--- src/rtl/time_keeper_pkg.sv ---
// Shared types, limits and BCD helpers for the time-of-day counter.
package time_keeper_pkg;

    typedef logic [3:0] bcd_t;

    localparam int unsigned SEC_MAX   = 59;
    localparam int unsigned MIN_MAX   = 59;
    localparam int unsigned HR_MAX    = 23;
    localparam int unsigned ALARM_LEN = 60;

    typedef struct packed {
        logic pm;
        bcd_t tens;
        bcd_t units;
    } disp_hour_t;

    function automatic logic [7:0] to_bcd(input int unsigned v);
        return {4'(v / 10), 4'(v % 10)};
    endfunction

    function automatic logic [7:0] bcd_up(input logic [7:0] v, input logic [7:0] max);
        if (v == max) return 8'h00;
        if (v[3:0] == 4'd9) return {v[7:4] + 4'd1, 4'd0};
        return {v[7:4], v[3:0] + 4'd1};
    endfunction

    function automatic logic [7:0] bcd_down(input logic [7:0] v, input logic [7:0] max);
        if (v == 8'h00) return max;
        if (v[3:0] == 4'd0) return {v[7:4] - 4'd1, 4'd9};
        return {v[7:4], v[3:0] - 4'd1};
    endfunction

    // 00 -> 12 AM, 01..11 AM, 12 -> 12 PM, 13..23 -> 01..11 PM
    function automatic disp_hour_t to_12h(input bcd_t tens, input bcd_t units);
        int unsigned h;
        logic [7:0]  b;
        disp_hour_t  r;
        h = 32'(tens) * 10 + 32'(units);
        if (h == 0) begin
            r.pm = 1'b0;
            b    = 8'h12;
        end else if (h < 12) begin
            r.pm = 1'b0;
            b    = to_bcd(h);
        end else if (h == 12) begin
            r.pm = 1'b1;
            b    = 8'h12;
        end else begin
            r.pm = 1'b1;
            b    = to_bcd(h - 12);
        end
        r.tens  = b[7:4];
        r.units = b[3:0];
        return r;
    endfunction

endpackage

--- src/rtl/time_keeper_if.sv ---
// Adjust inputs and display outputs of time_keeper; ALARM_EN adds the alarm signals.
interface time_keeper_if import time_keeper_pkg::*; ();

    logic hour_inc;
    logic hour_dec;
    logic min_inc;
    logic min_dec;
    logic sec_clear;
    logic mode_tgl;
    bcd_t seconds;
    bcd_t t_secs;
    bcd_t minutes;
    bcd_t t_mins;
    bcd_t hours;
    bcd_t t_hours;
    logic pm;
    logic sec_tick;
`ifdef ALARM_EN
    logic alarm_sel;
    logic alarm_arm;
    logic alarm_clr;
    logic alarm_hit;
`endif

    modport master (
        output hour_inc, hour_dec, min_inc, min_dec, sec_clear, mode_tgl,
        input  seconds, t_secs, minutes, t_mins, hours, t_hours, pm, sec_tick
`ifdef ALARM_EN
        , output alarm_sel, alarm_arm, alarm_clr
        , input  alarm_hit
`endif
    );

    modport slave (
        input  hour_inc, hour_dec, min_inc, min_dec, sec_clear, mode_tgl,
        output seconds, t_secs, minutes, t_mins, hours, t_hours, pm, sec_tick
`ifdef ALARM_EN
        , input  alarm_sel, alarm_arm, alarm_clr
        , output alarm_hit
`endif
    );

endinterface

--- src/rtl/time_keeper_bcd_wrap_counter.sv ---
// Two-digit BCD wrap counter: chain tick first (carry out), then one adjust step.
module time_keeper_bcd_wrap_counter import time_keeper_pkg::*; #(
    parameter int unsigned MAX = 59
) (
    input  logic clk,
    input  logic rst,
    input  logic i_tick,
    input  logic i_inc,
    input  logic i_dec,
    input  logic i_clr,
    output bcd_t o_tens,
    output bcd_t o_units,
    output logic o_carry,
    output logic o_borrow
);

    localparam logic [7:0] MAX_BCD = to_bcd(MAX);

    logic [7:0] r_val;
    logic [7:0] w_ticked;
    logic [7:0] w_next;

    // Adjust applies to the already-ticked value so tick carries are never lost.
    always_comb begin
        w_ticked = i_tick ? bcd_up(r_val, MAX_BCD) : r_val;
        w_next   = w_ticked;
        if (i_clr) begin
            w_next = 8'h00;
        end else if (i_inc) begin
            w_next = bcd_up(w_ticked, MAX_BCD);
        end else if (i_dec) begin
            w_next = bcd_down(w_ticked, MAX_BCD);
        end
    end

    always_ff @(posedge clk) begin
        if (rst) begin
            r_val <= 8'h00;
        end else begin
            r_val <= w_next;
        end
    end

    assign o_carry  = i_tick && (r_val == MAX_BCD);
    assign o_borrow = !i_clr && !i_inc && i_dec && (w_ticked == 8'h00);
    assign o_tens   = r_val[7:4];
    assign o_units  = r_val[3:0];

endmodule

--- src/rtl/time_keeper.sv ---
// BCD HH:MM:SS time-of-day counter with 1 Hz prescaler, adjust pulses and 12/24 h display.
// Optional alarm (alarm HH:MM registers, alarm_hit) is built when ALARM_EN is defined.
module time_keeper import time_keeper_pkg::*; #(
    parameter int unsigned CLK_HZ  = 12_000_000,
    parameter bit          DEF_24H = 1'b1
) (
    input  logic                 clk,
    input  logic                 rst,
    time_keeper_if.slave         io_bus
);

    localparam int unsigned     PW         = $clog2(CLK_HZ);
    localparam logic [PW-1:0]   PRESC_LAST = PW'(CLK_HZ - 1);

    logic [PW-1:0] r_presc;
    logic          r_sec_tick;
    logic          r_mode_24;
    logic          w_tick;
    logic          w_sel;
    logic          w_hr_inc, w_hr_dec, w_mn_inc, w_mn_dec;
    logic          w_sec_carry, w_min_carry;
    bcd_t          w_sec_t, w_sec_u, w_min_t, w_min_u, w_hr_t, w_hr_u;
    disp_hour_t    w_h12;
    logic          w_unused_hr_carry, w_unused_sec_b, w_unused_min_b, w_unused_hr_b;

    // sec_clear restarts the second, so it also suppresses a coincident tick.
    assign w_tick = (r_presc == PRESC_LAST) && !io_bus.sec_clear;

    always_ff @(posedge clk) begin
        if (rst) begin
            r_presc    <= '0;
            r_sec_tick <= 1'b0;
            r_mode_24  <= DEF_24H;
        end else begin
            r_presc    <= (io_bus.sec_clear || r_presc == PRESC_LAST) ? '0 : r_presc + PW'(1);
            r_sec_tick <= w_tick;
            r_mode_24  <= r_mode_24 ^ io_bus.mode_tgl;
        end
    end

`ifdef ALARM_EN
    assign w_sel = io_bus.alarm_sel;
`else
    assign w_sel = 1'b0;
`endif

    // One adjust per cycle: hour_inc > hour_dec > min_inc > min_dec.
    assign w_hr_inc = io_bus.hour_inc;
    assign w_hr_dec = !io_bus.hour_inc && io_bus.hour_dec;
    assign w_mn_inc = !io_bus.hour_inc && !io_bus.hour_dec && io_bus.min_inc;
    assign w_mn_dec = !io_bus.hour_inc && !io_bus.hour_dec && !io_bus.min_inc && io_bus.min_dec;

    time_keeper_bcd_wrap_counter #(.MAX(SEC_MAX)) u_sec (
        .clk      (clk),
        .rst      (rst),
        .i_tick   (w_tick),
        .i_inc    (1'b0),
        .i_dec    (1'b0),
        .i_clr    (io_bus.sec_clear),
        .o_tens   (w_sec_t),
        .o_units  (w_sec_u),
        .o_carry  (w_sec_carry),
        .o_borrow (w_unused_sec_b)
    );

    time_keeper_bcd_wrap_counter #(.MAX(MIN_MAX)) u_min (
        .clk      (clk),
        .rst      (rst),
        .i_tick   (w_sec_carry),
        .i_inc    (w_mn_inc && !w_sel),
        .i_dec    (w_mn_dec && !w_sel),
        .i_clr    (1'b0),
        .o_tens   (w_min_t),
        .o_units  (w_min_u),
        .o_carry  (w_min_carry),
        .o_borrow (w_unused_min_b)
    );

    time_keeper_bcd_wrap_counter #(.MAX(HR_MAX)) u_hr (
        .clk      (clk),
        .rst      (rst),
        .i_tick   (w_min_carry),
        .i_inc    (w_hr_inc && !w_sel),
        .i_dec    (w_hr_dec && !w_sel),
        .i_clr    (1'b0),
        .o_tens   (w_hr_t),
        .o_units  (w_hr_u),
        .o_carry  (w_unused_hr_carry),
        .o_borrow (w_unused_hr_b)
    );

    always_comb begin
        w_h12 = to_12h(w_hr_t, w_hr_u);
    end

    assign io_bus.seconds  = w_sec_u;
    assign io_bus.t_secs   = w_sec_t;
    assign io_bus.minutes  = w_min_u;
    assign io_bus.t_mins   = w_min_t;
    assign io_bus.hours    = r_mode_24 ? w_hr_u : w_h12.units;
    assign io_bus.t_hours  = r_mode_24 ? w_hr_t : w_h12.tens;
    assign io_bus.pm       = !r_mode_24 && w_h12.pm;
    assign io_bus.sec_tick = r_sec_tick;

`ifdef ALARM_EN
    bcd_t       w_al_mn_t, w_al_mn_u, w_al_hr_t, w_al_hr_u;
    logic       w_unused_al_mc, w_unused_al_mb, w_unused_al_hc, w_unused_al_hb;
    logic       w_match;
    logic       r_alarm_hit;
    logic [5:0] r_alarm_cnt;

    time_keeper_bcd_wrap_counter #(.MAX(MIN_MAX)) u_al_min (
        .clk      (clk),
        .rst      (rst),
        .i_tick   (1'b0),
        .i_inc    (w_mn_inc && w_sel),
        .i_dec    (w_mn_dec && w_sel),
        .i_clr    (1'b0),
        .o_tens   (w_al_mn_t),
        .o_units  (w_al_mn_u),
        .o_carry  (w_unused_al_mc),
        .o_borrow (w_unused_al_mb)
    );

    time_keeper_bcd_wrap_counter #(.MAX(HR_MAX)) u_al_hr (
        .clk      (clk),
        .rst      (rst),
        .i_tick   (1'b0),
        .i_inc    (w_hr_inc && w_sel),
        .i_dec    (w_hr_dec && w_sel),
        .i_clr    (1'b0),
        .o_tens   (w_al_hr_t),
        .o_units  (w_al_hr_u),
        .o_carry  (w_unused_al_hc),
        .o_borrow (w_unused_al_hb)
    );

    assign w_match = ({w_hr_t, w_hr_u, w_min_t, w_min_u} == {w_al_hr_t, w_al_hr_u,
                      w_al_mn_t, w_al_mn_u}) && ({w_sec_t, w_sec_u} == 8'h00);

    // Evaluated in the cycle the freshly ticked time is visible.
    always_ff @(posedge clk) begin
        if (rst || io_bus.alarm_clr || !io_bus.alarm_arm) begin
            r_alarm_hit <= 1'b0;
            r_alarm_cnt <= '0;
        end else if (r_sec_tick && w_match) begin
            r_alarm_hit <= 1'b1;
            r_alarm_cnt <= '0;
        end else if (r_alarm_hit && r_sec_tick) begin
            if (r_alarm_cnt == 6'(ALARM_LEN - 1)) begin
                r_alarm_hit <= 1'b0;
            end
            r_alarm_cnt <= r_alarm_cnt + 6'd1;
        end
    end

    assign io_bus.alarm_hit = r_alarm_hit;
`endif

endmodule

--- src/flat_wrapper.sv ---
// flat-port wrapper written by rule: the top's interface ports become plain ports
module time_keeper_flat import time_keeper_pkg::*;
#(
    parameter int unsigned CLK_HZ  = 12_000_000,
    parameter bit          DEF_24H = 1'b1
)
  (clk, rst, io_bus_hour_inc, io_bus_hour_dec, io_bus_min_inc, io_bus_min_dec, io_bus_sec_clear, io_bus_mode_tgl, io_bus_seconds, io_bus_t_secs, io_bus_minutes, io_bus_t_mins, io_bus_hours, io_bus_t_hours, io_bus_pm, io_bus_sec_tick);
  time_keeper_if io_bus_i ();
  input  logic clk;
  input  logic rst;
  input wire logic [$bits(io_bus_i.hour_inc)-1:0] io_bus_hour_inc;
  input wire logic [$bits(io_bus_i.hour_dec)-1:0] io_bus_hour_dec;
  input wire logic [$bits(io_bus_i.min_inc)-1:0] io_bus_min_inc;
  input wire logic [$bits(io_bus_i.min_dec)-1:0] io_bus_min_dec;
  input wire logic [$bits(io_bus_i.sec_clear)-1:0] io_bus_sec_clear;
  input wire logic [$bits(io_bus_i.mode_tgl)-1:0] io_bus_mode_tgl;
  output wire logic [$bits(io_bus_i.seconds)-1:0] io_bus_seconds;
  output wire logic [$bits(io_bus_i.t_secs)-1:0] io_bus_t_secs;
  output wire logic [$bits(io_bus_i.minutes)-1:0] io_bus_minutes;
  output wire logic [$bits(io_bus_i.t_mins)-1:0] io_bus_t_mins;
  output wire logic [$bits(io_bus_i.hours)-1:0] io_bus_hours;
  output wire logic [$bits(io_bus_i.t_hours)-1:0] io_bus_t_hours;
  output wire logic [$bits(io_bus_i.pm)-1:0] io_bus_pm;
  output wire logic [$bits(io_bus_i.sec_tick)-1:0] io_bus_sec_tick;
  assign io_bus_i.hour_inc = io_bus_hour_inc;
  assign io_bus_i.hour_dec = io_bus_hour_dec;
  assign io_bus_i.min_inc = io_bus_min_inc;
  assign io_bus_i.min_dec = io_bus_min_dec;
  assign io_bus_i.sec_clear = io_bus_sec_clear;
  assign io_bus_i.mode_tgl = io_bus_mode_tgl;
  assign io_bus_seconds = io_bus_i.seconds;
  assign io_bus_t_secs = io_bus_i.t_secs;
  assign io_bus_minutes = io_bus_i.minutes;
  assign io_bus_t_mins = io_bus_i.t_mins;
  assign io_bus_hours = io_bus_i.hours;
  assign io_bus_t_hours = io_bus_i.t_hours;
  assign io_bus_pm = io_bus_i.pm;
  assign io_bus_sec_tick = io_bus_i.sec_tick;
  time_keeper #(.CLK_HZ(CLK_HZ), .DEF_24H(DEF_24H)) u_core (.clk(clk), .rst(rst), .io_bus(io_bus_i));
endmodule
--- config.mk ---
export PLATFORM = sky130hd
export DESIGN_NAME = time_keeper_flat
export DESIGN_NICKNAME = d
export VERILOG_FILES = /design/src/rtl/time_keeper_pkg.sv /design/src/rtl/time_keeper_if.sv /design/src/rtl/time_keeper_bcd_wrap_counter.sv /design/src/rtl/time_keeper.sv /design/src/flat_wrapper.sv
export SDC_FILE = /design/constraint.sdc
export NUM_CORES = 1
export LEC_CHECK = 0
export CAP_MARGIN = 10
export CORE_ASPECT_RATIO = 1.75
export CORE_MARGIN = 2
export CORE_UTILIZATION = 62
export CTS_CLUSTER_SIZE = 30
export DETAILED_ROUTE_END_ITERATION = 10
export HOLD_SLACK_MARGIN = 0.08
export PLACE_DENSITY = 0.83
export RECOVER_POWER = 50
export SLEW_MARGIN = 0
export SYNTH_ARGS = -nofsm -noshare
export SYNTH_HDL_FRONTEND = slang
export SYNTH_SLANG_ARGS = --single-unit
--- constraint.sdc ---
create_clock -name clk -period 7.45 [get_ports clk]
set_clock_uncertainty 0.1 [all_clocks]
set_input_delay 1.1175 -clock clk [delete_from_list [all_inputs] [get_ports clk]]
set_output_delay 1.1175 -clock clk [all_outputs]
set_load 0.005 [all_outputs]
## Yosys cells after proc, flatten, opt, wreduce, memory -nomap -nowiden

Index checks and enable logic that the tools add are counted.

- Register bits after elaboration: 50
- Latch bits: 0
- Bits in writable memories: 0
- ROM bits: 0
- Input bits: 8
- Output and inout port bits: 26
- Logic and storage cells: 141
- Memories: 0

- Add/subtract/negate cells: 17
- Multipliers: 1
- Divide/modulo/power cells: 4
- Magnitude comparators: 1
- Eq/ne operators: 12
- Shift operators: 0
- Muxes and demuxes: 74
- Bitwise gates (word level): 1
- Reductions and logical operators: 24

Operators by type and width:

| cell | number |
|---|---|
| two-way mux 8 bit | 37 |
| divider 32 x 4 -> 32 bit, second input constant | 2 |
| remainder unit 32 x 4 -> 32 bit, second input constant | 2 |
| adder 4 x 1 -> 4 bit, second input constant | 10 |
| two-way mux 1 bit | 35 |
| == test 32 x 4 -> 1 bit, second input constant | 1 |
| zero test 32 bit | 1 |
| < comparator 32 x 4 -> 1 bit, second input constant | 1 |
| subtractor 32 x 4 -> 32 bit, second input constant | 1 |
| adder 24 x 1 -> 24 bit, second input constant | 1 |
| == test 24 bit, second input constant | 1 |
| == test 8 x 7 -> 1 bit, second input constant | 3 |
| == test 4 bit, second input constant | 5 |
| == test 8 x 6 -> 1 bit, second input constant | 2 |
| zero test 8 bit | 2 |
| subtractor 4 x 1 -> 4 bit, second input constant | 4 |
| adder 8 x 4 -> 9 bit | 1 |
| logical AND 1 bit | 9 |
| zero test 4 bit | 2 |
| two-way mux 4 bit | 2 |
| multiplier 4 x 3 -> 7 bit, second input constant | 1 |
| zero test 1 bit | 5 |
| OR reduction 2 bit | 2 |
| AND reduction 2 bit | 1 |
| 3 further kinds | 3 |

## Longest topological paths before layout

- Depth in word-level cells: 17
- Gate-level depth with buffers: 26
- Gate-level depth less buffers: 24

## By module

From an unflattened synthesis, not the netlist that was laid out.

- Cells, all modules: 847
- Area total of the unflattened synthesis: 6510.0 µm²

Modules (own cells, without submodules):

| module | instances | cells an instance | area each (µm²) | sequential area each (µm²) |
|---|---|---|---|---|
| time_keeper | 1 | 447 | 3288.2 | 520.5 |
| time_keeper_bcd_wrap_counter at u_core.u_min ... | 2 | 128 | 1042.2 | 160.2 |
| time_keeper_bcd_wrap_counter at u_core.u_hr | 1 | 144 | 1137.3 | 160.2 |

## Worst setup path after synthesis

Ideal clock, no wire load.

- Path kind: flip-flop to output port
- Start point: register u_core.u_hr.r_val[5]
- End point: output io_bus_hours[3]
- Arrival: 5.156 ns
- Data required time: 6.233 ns
- Setup slack: 1.076 ns
- Stages on the path, launching flop included: 21
- Path buffers: 3
- Cell sequence: dfxtp_1 > ha_1 > ha_1 > buf_6 > inv_2 > or4_4 > a2111oi_4 > nor2_1 > nor4_1 > ha_1 > clkbuf_1 > or4_1 > o22a_1 > and4_4 > buf_6 > nor3_2 > o21ai_1 > a211o_1 > or4_1 > o31a_1 > o211ai_2

- Longest elaborated chain between the ends: 8
- Elaborated cells on any way between the ends: 12
- Classes of those cells: add/sub: 2; mul: 1; div: 2; order compare: 1; eq/ne: 1; mux: 4; reduce/logical: 1

Ends and longest elaborated chain:

| what | line | source |
|---|---|---|
| start: declaration | time_keeper_bcd_wrap_counter.sv:19 | `logic [7:0] r_val;` |
| start signal: assignment | time_keeper_bcd_wrap_counter.sv:40 | `r_val <= w_next;` |
| multiplier 4 x 3 -> 7 bit * | time_keeper_pkg.sv:38 | `h = 32'(tens) * 10 + 32'(units);` |
| adder 8 x 4 -> 9 bit * | time_keeper_pkg.sv:38 |  |
| subtractor 32 x 4 -> 32 bit | time_keeper_pkg.sv:50 | `b = to_bcd(h - 12);` |
| remainder unit 32 x 4 -> 32 bit | time_keeper_pkg.sv:18 | `return {4'(v / 10), 4'(v % 10)};` |
| two-way mux 8 bit | time_keeper_pkg.sv:45 | `end else if (h == 12) begin` |
| two-way mux 8 bit | time_keeper_pkg.sv:42 | `end else if (h < 12) begin` |
| two-way mux 8 bit * | time_keeper_pkg.sv:39 | `if (h == 0) begin` |
| two-way mux 4 bit * | time_keeper.sv:100 | `assign io_bus.hours = r_mode_24 ? w_hr_u : w_h12.units;` |
| end: declaration | flat_wrapper.sv:21 | `output wire logic [$bits(io_bus_i.hours)-1:0] io_bus_hours;` |

Every way passes the cells marked *; elsewhere a longest branch is shown, timed or not.

## Worst setup path after layout

- Start point: register u_core.u_hr.r_val[5]
- End point: output io_bus_hours[1]

The elaborated chain is that of the path after synthesis.

==> summary.md <==
| Metric | Value |
|---|---|
| Chip width | `76.9 µm` |
| Fraction of layout cells with a size suffix above 1 | `11.9%` |
| Relative slew slack | `36.8%` |
| Crit-path cells | `ha_1, ha_1, fa_2, buf_4, o211a_1, nand2_1, nor2_2, nor2_1, nor4_1, ha_2, or4_1, o22a_1, nand4_1, buf_4, nand2_1, o211a_1, o311ai_1, nand2b_1, a21o_1, a221oi_2, clkdlybuf4s50_1` |
| CTS Sinks | `50` |
| CP max stage delay | `610 ps` |
| DRT Wirelength | `17,000 µm` |
| Routed wire length per instance | `18.2 µm` |
| Power Density | `157 nW/µm²` |
| Finished Core Util | `72.9%` |
| Initial antenna violation count | `0` |
| Synth warn | `0` |
| Cts bufs inserted | `5` |
| Max clock buf depth | `2` |
| Crit path arrival time | `6070 ps` |
| CP max stage cell | `fa_2` |
| Most common cell after layout, fill and taps aside | `nor2_1` |
| Vias in the first global route | `6,152` |
| Grt ovf | `0` |
| Main synth FF type | `dfxtp_1` |
| Post-synthesis cell area | `5760 µm²` |
| Skew-Pair Late Insertion Delay | `300 ps` |
| FILL cells | `719` |
| Core area | `9040 µm²` |
| DIE AREA | `10,100 µm²` |
| Root buffer cell | `clkbuf_16` |
| Antenna fix cells | `0` |
| Initial core utilization | `63.7%` |
| RD Place Congestion | `0.978` |
| Syn-to-layout area delta | `14.4%` |
| Tmin final | `7290 ps` |
| First-pass GRT wire length | `27,600 µm` |
| Seq/Total Area, Yosys | `17.4%` |
| EDFF count, synth | `0` |
| CP max FO | `9` |
| Pleak | `0.00257 µW` |
| Hold_ws | `388 ps` |
| Crit Path Class | `reg2out` |
| Nets@finish | `860` |
| # setup viols final | `0` |
| HP Class | `reg2reg` |
| Hold buffers post-CTS | `0` |
| Status | `finished, final reports clean` |
| Gr busiest metal | `met2` |
| PortBufs | `33` |
| Total number of vias | `6,311` |
| Seq cells post-synth | `50` |
| Drt initial violations | `476` |
| Slew @ Worst Pin | `935 ps` |
| Synth Instances | `785` |
| Drt first pass iters | `5` |
| Die Height | `131 µm` |
| Met3 Use GR | `3.23%` |
| Detail Route Antenna Nets | `0` |
| CP Capture Type | `output port` |
| Clock transition at path regs | `70 ps` |
| Num rows | `46` |
| Final Hold Fails | `0` |
| Io pins | `34` |
| Fmax | `137 MHz` |
| Syn nets | `834` |
| Post-synth ARST share | `0%` |
| Total track usage | `32.3%` |
| Detail Placement HPWL | `12,400 µm` |
| H-tree levels | `2` |
| Critical Path RT | `6230 ps` |
| Reg2Reg Depth | `14` |
| Tcrit/Tclk final | `97.8%` |
| Largest net degree at the start of global routing | `24` |
| Synth cell types | `100` |
| Highest-count cells in the layout ignoring fill and taps | `nor2_1 (101), nand2_1 (74), dfxtp_1 (48)` |
| Met1 usage | `31.6%` |
| GRT met2 Usage | `61.2%` |
| CP Launch Type | `flip-flop` |
| Max-slew violations | `0` |
| DRC | `0` |
| Hold Path Stages | `1` |
| Syn_area_per_cell | `7.34 µm²` |
| Routed vias/inst | `6.77` |
| Max-cap violations | `0` |
| CTS tree | `built` |
| Worst vdd ir | `0.000187 V` |
==> logic make-up (layout without fill, tap and decap cells) <==
kind of cell | count (synthesis) | in the layout | share of synthesized area [%]
AND/OR/NAND/NOR | 354 | 354 | 32.0
XOR/XNOR | 50 | 50 | 7.97
multiplexers | 9 | 9 | 1.65
adder cells (fa/ha/maj) | 42 | 42 | 9.34
buffers and inverters | 67 | 94 | 5.02
flip-flops | 50 | 50 | 17.4
AO/OA/AOI/OAI | 213 | 213 | 26.6
==> cell usage after synthesis (15+ instances only) <==
master	count	area, µm²
nor2_1	105	394
nand2_1	75	282
dfxtp_1	50	1000
a21oi_1	45	225
ha_1	39	488
o21ai_0	38	190
nand3_1	28	140
nor3_1	28	140
inv_1	26	97.6
xnor2_1	25	219
clkbuf_1	24	90.1
xor2_1	23	201
and3_1	15	93.8
==> where the power goes <==
group | internal [µW] | switching [µW]
Combinational | 193 | 288
Clock | 160 | 109
Sequential | 272 | 10.5
Total | 625 | 408
==> timing repair <==
item,4_1_cts,5_1_grt
setup buffers,0,11
setup endpoints to repair,3,5
endpoints found under the hold margin,0,0
gates resized for setup,5,34
pin swaps,1,8
==> metrics by stage <==
stage	instance area (µm²)	std cells	setup TNS [ps]	worst slack, ps	total power (µW)
CTS	6350	921	0	20.0	985
floorplan	5760	785	0	1080	617
finish	6590	932	0	164	1030
detailed placement	6160	913	0	87.5	717
global placement	6160	913	0	328	709
global route	6590	932	-76.9	-45.1	1080
==> layer usage <==
layer	vias to the layer above	share of wire, %
met4	0	6.3
met1	2955	35
met3	94	4.7
met2	320	54
met5	-	0
li1	2942	-
==> final timing paths <==
path                                         from                               to  slack [ps]
setup reg to reg     u_core.r_presc[0]$_SDFF_PP0_  u_core.u_hr.r_val[7]$_SDFF_PP0_        2620
setup / recovery  u_core.u_hr.r_val[5]$_SDFF_PP0_                  io_bus_hours[1]         160
hold reg to reg      u_core.r_presc[0]$_SDFF_PP0_     u_core.r_presc[0]$_SDFF_PP0_         390
hold / removal       u_core.r_presc[0]$_SDFF_PP0_     u_core.r_presc[0]$_SDFF_PP0_         390
==> sequential cells by signal, summed over array words and instances (netlist names) <==
register / count
u_core.r_presc: 24
u_core.u_hr.r_val: 8
u_core.io_bus.sec_tick: 1
u_core.r_mode_24: 1
u_core.u_min.r_val: 8
u_core.u_sec.r_val: 8
==> final cells by class <==
| type | instances | area, µm² | share of cell area, % |
|---|---|---|---|
| repair buffers | 58 | 520 | 7.90 |
| clock inverters | 3 | 47.5 | 0.722 |
| flip-flops and latches | 50 | 1010 | 15.3 |
| clock buffers | 5 | 125 | 1.90 |
| inverters | 28 | 105 | 1.60 |
| well taps | 120 | 150 | 2.28 |
| multi-input cells | 668 | 4630 | 70.3 |
==> worst max-delay path, delay by kind of cell, from the launching register on <==
family          cells  cell delay [ps]
simple gates        8             1600
buf+inv             3              860
flops               1              320
fa+ha+maj           4             1550
compound gates      6             1400
No activity file was read; power rests on OpenSTA's default activity.
